## src/rtl/barrel_shifter_pipe.sv

```systemverilog
// Pipelined barrel shifter with a valid/ready handshake.
// There is one registered stage per shift-amount bit, and the LSB stage comes first.
// Stage k shifts by 2^k when bit k of the beat's amount is set.
// Each beat carries its own amount, its own mode and the MSB of the original operand.
// A full output that the consumer is not taking freezes the whole pipe, bubbles included.
// WIDTH must be a power of two and at least 2.
module barrel_shifter_pipe #(
   parameter int WIDTH = 8,
   localparam int SW = $clog2(WIDTH)
) (
   input  logic             clk,
   input  logic             rst,
   input  logic             in_valid,
   output logic             in_ready,
   input  logic [WIDTH-1:0] in_data,
   input  logic [SW-1:0]    in_amt,
   input  logic [1:0]       in_mode,
   output logic             out_valid,
   input  logic             out_ready,
   output logic [WIDTH-1:0] out_data
);

   // Per-stage registers: these hold the beat that the stage has already finished.
   logic             stg_valid [SW];
   logic [WIDTH-1:0] stg_data  [SW];
   logic [SW-1:0]    stg_amt   [SW];
   logic [1:0]       stg_mode  [SW];
   logic             stg_sign  [SW];

   // Stage inputs, and the value each stage will capture on the next edge.
   logic [WIDTH-1:0] src_data [SW];
   logic [SW-1:0]    src_amt  [SW];
   logic [1:0]       src_mode [SW];
   logic             src_sign [SW];
   logic [WIDTH-1:0] nxt_data [SW];

   logic             stall;

   // Shifts the operand by a fixed power of two in one of four modes.
   // The arithmetic-right fill uses the original operand MSB, not the current bit.
   // Earlier stages may already have moved that bit.
   function automatic logic [WIDTH-1:0] shift_step(
      input logic [WIDTH-1:0] d,
      input int               sh,
      input logic [1:0]       mode,
      input logic             sign
   );
      logic [WIDTH-1:0] fill;
      logic [WIDTH-1:0] res;
      fill = ~({WIDTH{1'b1}} >> sh) & {WIDTH{sign}};
      case (mode)
         2'b00:   res = (d << sh) | (d >> (WIDTH - sh));
         2'b01:   res = (d >> sh) | (d << (WIDTH - sh));
         2'b10:   res = d << sh;
         default: res = (d >> sh) | fill;
      endcase
      return res;
   endfunction

   // Result leaves the last stage; the reset gating keeps the outputs quiet while rst is held.
   assign out_valid = stg_valid[SW-1] && !rst;
   assign out_data  = rst ? '0 : stg_data[SW-1];
   assign stall     = out_valid && !out_ready;
   assign in_ready  = !stall;

   // Route each stage's input and apply its conditional 2^k shift.
   always_comb begin
      src_data[0] = in_data;
      src_amt[0]  = in_amt;
      src_mode[0] = in_mode;
      src_sign[0] = in_data[WIDTH-1];
      for (int k = 1; k < SW; k++) begin
         src_data[k] = stg_data[k-1];
         src_amt[k]  = stg_amt[k-1];
         src_mode[k] = stg_mode[k-1];
         src_sign[k] = stg_sign[k-1];
      end
      for (int k = 0; k < SW; k++) begin
         nxt_data[k] = src_amt[k][k] ? shift_step(src_data[k], 1 << k, src_mode[k], src_sign[k])
                                     : src_data[k];
      end
   end

   // Advance every stage in lockstep unless the output is stalled.
   // Reset empties the pipe and zeroes its contents.
   always_ff @(posedge clk) begin
      if (rst) begin
         for (int k = 0; k < SW; k++) begin
            stg_valid[k] <= 1'b0;
            stg_data[k]  <= '0;
            stg_amt[k]   <= '0;
            stg_mode[k]  <= '0;
            stg_sign[k]  <= 1'b0;
         end
      end else if (!stall) begin
         stg_valid[0] <= in_valid && in_ready;
         for (int k = 1; k < SW; k++) begin
            stg_valid[k] <= stg_valid[k-1];
         end
         for (int k = 0; k < SW; k++) begin
            stg_data[k] <= nxt_data[k];
            stg_amt[k]  <= src_amt[k];
            stg_mode[k] <= src_mode[k];
            stg_sign[k] <= src_sign[k];
         end
      end
   end

endmodule

```

## config.mk

```make
export PLATFORM = sky130hd
export DESIGN_NAME = barrel_shifter_pipe
export DESIGN_NICKNAME = d
export VERILOG_FILES = /design/src/rtl/barrel_shifter_pipe.sv
export SDC_FILE = /design/constraint.sdc
export NUM_CORES = 1
export LEC_CHECK = 0
export BUFFER_PORTS_ARGS = -buffer_cell sky130_fd_sc_hd__buf_2
export CAP_MARGIN = 10
export CORE_ASPECT_RATIO = 0.9
export CORE_UTILIZATION = 55
export CTS_CLUSTER_DIAMETER = 150
export DETAILED_ROUTE_END_ITERATION = 8
export PLACE_DENSITY = 0.78
export SLEW_MARGIN = 20
export SYNTH_ARGS = -nofsm -noshare
export SYNTH_HDL_FRONTEND = slang
export SYNTH_SLANG_ARGS = --single-unit
export TNS_END_PERCENT = 1
```

## constraint.sdc

```tcl
create_clock -name clk -period 4.6 [get_ports clk]
set_input_delay 0.92 -clock clk [delete_from_list [all_inputs] [get_ports clk]]
set_output_delay 0.92 -clock clk [all_outputs]
set_load 0.02 [all_outputs]
```

# After elaboration in Yosys (flattened, before gate mapping)
# Memories as Yosys holds them, arrays and structs flattened.
# Cells that the tools add are included.
# op_classes
n_bitwise	23
n_mux	27
n_eq_ne	6
reduce_logical	10
# op_table
op	n
8-bit two-way mux	7
8-bit one-hot mux with 3 select lines	2
4-bit by 8-bit bitwise OR with 8-bit output	2
6-bit by 8-bit bitwise OR with 8-bit output	2
7-bit by 8-bit bitwise OR with 8-bit output	2
8-bit one-hot mux with 2 select lines	1
1-bit bitwise OR	15
1-bit two-way mux	11
3-bit two-way mux	3
8-bit by 1-bit bitwise OR with 8-bit output	1
8-bit by 2-bit bitwise OR with 8-bit output	1
2-bit by 1-bit == test with 1-bit output, second input constant	3
2-bit == test, second input constant	3
2-bit zero test	3
2-bit two-way mux	3
1-bit logical AND	3
1-bit zero test	3
2-bit OR reduction	1
# totals
ff_bits	0
memories	5
out_inout_bits	10
wordCells	71
in_bits	17
mem_bits_rw	45
# mem_list
name	words	width	read_ports	rd_clocked_by_memory_dff	write_ports	line	source
stg_data	3	8	3	0	3	25	logic [WIDTH-1:0] stg_data [SW];
stg_amt	3	3	2	0	3	26	logic [SW-1:0] stg_amt [SW];
stg_mode	3	2	2	0	3	27	logic [1:0] stg_mode [SW];
stg_sign	3	1	2	0	3	28	logic stg_sign [SW];
stg_valid	3	1	3	0	3	24	logic stg_valid [SW];

# Depth between registers and ports, before layout
# depth
depth_word	7
mapped_depth	4
mapped_depth_nobuf	3

# Least setup slack after synthesis
# No wires, ideal clock.
# synth_path
path_kind	input to register
start	input rst
end	memory stg_amt[0][1] (netlist name), enable pin
t_arrival_ps	2171
setup_time_ps	394
path_buffers	1
required_time_ps	4206
path_stages	3
slack_ps	2036
path_cell_list	buf_2 -> and2b_1 -> nand2_1
# synth_rtl
item	line	source
start: declaration	12	input logic rst,
end: declaration	26	

# Worst setup path in the final report
# layout_path
start	input rst
end	output in_ready
# layout_via
elab_chain_cells	4
# layout_rtl
item	line	source
1-bit zero test	61	assign out_valid = stg_valid[SW-1] && !rst;
1-bit logical AND	61	
1-bit logical AND	63	assign stall = out_valid && !out_ready;
1-bit zero test	n/a	
end: declaration	14	output logic in_ready,
# No other way between the ends.

==> summary.md <==
| Metric | Value |
|---|---|
| Outcome | finished, final reports clean |
| Synth unique cells | 24 |
| Gpl congestion | between 0.7 and 0.8 |
| Syn_nets | approximately 170 |
| Final period util | between 50 and 60% |
| Clock Latency Late Sink | 0.28 ns |
| Gate Count Post-Synth | about 160 |
| R2R Setup Slk | between 2 and 3 ns |
| Post-route cell area | 2080 µm² |
| Sequential element share of the synthesized area | around 58% |
| RSZ-0062 raised after global routing | false |
| Ys flop type | edfxtp_1 |
| CP cell instances | buf_2 > and2b_1 > nand2_1 > buf_2 |
| Final wirelength | around 2.9 mm |
| Die W | about 63 µm |
| Overall routing resource usage | between 10% and 20% |
| DR pass1 iterations | 4 |
| CP endpoint | in_ready |
| Clock-pin transition on the worst setup and hold timing paths | about 0.060 ns |
| Fmax | approximately 400 MHz |
| Worst Path Required | about 3.7 ns |
| Routed Antenna Nets | 0 |
| Vias | between 1,000 and 1,500 |
| Worst Path Class, Setup | in -> out |
| Root Buffer | clkbuf_8 |
| Syn_area_per_cell | 11.9 µm² |
| Grt total ovfl | 0 |
| Pwr per Cell Area | 362 nW/µm² |
| Die area | 3610 µm² |
| Post-synth EDFFs | 36 |
| HP Class | reg -> reg |
| IO Port Bufs | 26 |
| Nets@finish | 196 |
| I/O pin count | 27 |
| Reg2Reg Depth | 3 |
| Skew final | between 0.003 and 0.004 ns |
| DP Area | slightly below 2000 µm² |
| Most frequent cell after synthesis | edfxtp_1 |
| CP Launch Type | input pin |
| Row cnt | 19 |
| Synth async-reset ratio | 0% |
| Initial antenna violation count | 0 |
| Total core area | between 3000 and 4000 µm² |
| Drt wl/cell | around 13 µm |
| FF-to-FF Start | stg_valid[0][2] |
| Slowest CP cell | and2b_1 |
| Top post-synthesis cells by area | edfxtp_1 (58%), a211oi_1 (6.9%), mux2i_1 (5.4%) |
| CTS HTree Levels | 2 |
| Mapped Area | 1850 µm² |
| Normalized max-slew margin | a little under three fifths |
| Critical Path Fanout Max | 11 |
| Final setup vio count | 0 |
| DR iter-0 viols | 27 |
| Max Cap Viol | 0 |
| Number of global-route vias before repair | approximately 1,100 |
| CP arrival | roughly 1.6 ns |
| Cts bufs inserted | 5 |
| Layout area overhead | 12.2% |
| Worst VDD drop | about 0.00021 V |
| WP buf/inv | 2 |
| Antenna cells | 0 |
| Crit. End Element | primary output |
| # DRC | 0 |
| Layout cell share with drive strength beyond 1 | approximately 22% |
| Max incr delay on CP | 0.23 ns |
| Post-CTS Setup Bufs | 0 |
| First-pass GRT wire length | between 4 and 5 mm |
| Ys Warns | 0 |
| Cell mode on critical path | buf_2 |
| Synth top cells by count | edfxtp_1 (36), nor2_1 (20), a211oi_1 (17) |
| Post-cts repair resize count | 0 |
| Final non-filler cell total | about 220 |
| Die Y | around 57 µm |
| Top cell family by delay on the critical path | buffers and inverters |
| Fin Setup TNS | 0 ns |
| Inst Count DP | ~210 |
| Initial Util | 59.1% |
| DP HPWL | 2.04 mm |
| Worst Max-Slew Pin Slew | 0.643 ns |
| Largest net degree at the start of global routing | 30 |
| CTS tree | yes |
| Max-slew violation count | 0 |
| CP Depth | 4 |
| Reg2Reg Capture Point | stg_valid[0][1] |
| Final Critical Period | 2.48 ns |
| Tightest hold margin | 0.533 ns |
| Sink Count | 36 |
| Fin. Hold Viols | 0 |
| Static leakage | approximately 0.83 nW |
| Register bit total from synthesis | 36 |
| Top-area cell type share of the netlist area | 58.3% |
| Hold Buf Count CTS | 0 |
| Origin of the worst setup path | rst |
| Vias/cell | 5.54 |
| Fin util | approximately two thirds |
| Leading area contributor after synthesis | edfxtp_1 |
| Clock Tree Buf Depth | 2 |
## how the worst min path moves through the flow
stage,from,end,cells after the start
after floorplan,stg_amt[0][2],stg_amt[0][5],1
after CTS,stg_valid[0][1],stg_valid[0][2],1
after global routing,stg_amt[0][2],stg_amt[0][5],1
after global placement,stg_amt[0][2],stg_amt[0][5],1
final,stg_valid[0][1],stg_valid[0][2],1
after detailed placement,stg_valid[0][1],stg_valid[0][2],1
## kinds of logic (layout without fill, tap and decap cells)
kind of cell	after synthesis	in the layout	synth area share, %
multiplexers	10	10	5.40
buffers and inverters	12	36	4.12
AO/OA/AOI/OAI	36	36	14.4
AND/OR/NAND/NOR	62	62	17.8
flip-flops	36	36	58.3
## stage by stage
stage | setup slack [ns] | total power (W)
2_1_floorplan | 2.04 | 0.000476
3_3_place_gp | 1.88 | 0.000491
3_5_place_dp | 1.80 | 0.000497
4_1_cts | 2.10 | 0.000758
5_1_grt | 2.08 | 0.000781
6_report | 2.12 | 0.000752
## placed cells by master, fill, tap and decap left out, types with 3 or more instances in the layout
cell type	Yosys	layout
nand2b_1	6	6
mux2i_1	10	10
a21oi_1	12	12
edfxtp_1	36	36
a211oi_1	17	17
nor2b_1	7	7
nand3_1	4	4
nand2_1	5	4
nor3b_1	3	3
clkbuf_8	0	5
and2_1	12	12
nor2_1	20	20
buf_2	5	26
## routing by layer
metal | global-route usage [%] | wire, µm | vias up
li1 | - | - | 623
met1 | 16.4 | 1130 | 559
met2 | 33.5 | 1590 | 41
met3 | 5.00 | 134 | 6
met4 | 9.09 | 53 | 0
met5 | 0 | 0 | -
## state kept, by name, indices dropped and copies added (netlist names)
register	cells
stg_mode	4
stg_sign	2
stg_amt	3
stg_valid	3
stg_data	24
## layout make-up
class,count,area (µm²)
Tap cell,42,52.6
Clock buffer,5,68.8
Sequential cell,36,1080
Clock inverter,3,37.5
Fill cell,250,1060
Multi-Input combinational cell,108,698
Inverter,1,3.75
Timing Repair Buffer,27,138
## where the power goes
part	switching (W)	internal [W]
clock	0.000104	0.000158
sequential	0.0000196	0.000392
combinational	0.0000429	0.0000363
Note: power is estimated with default switching activity, not from simulation.
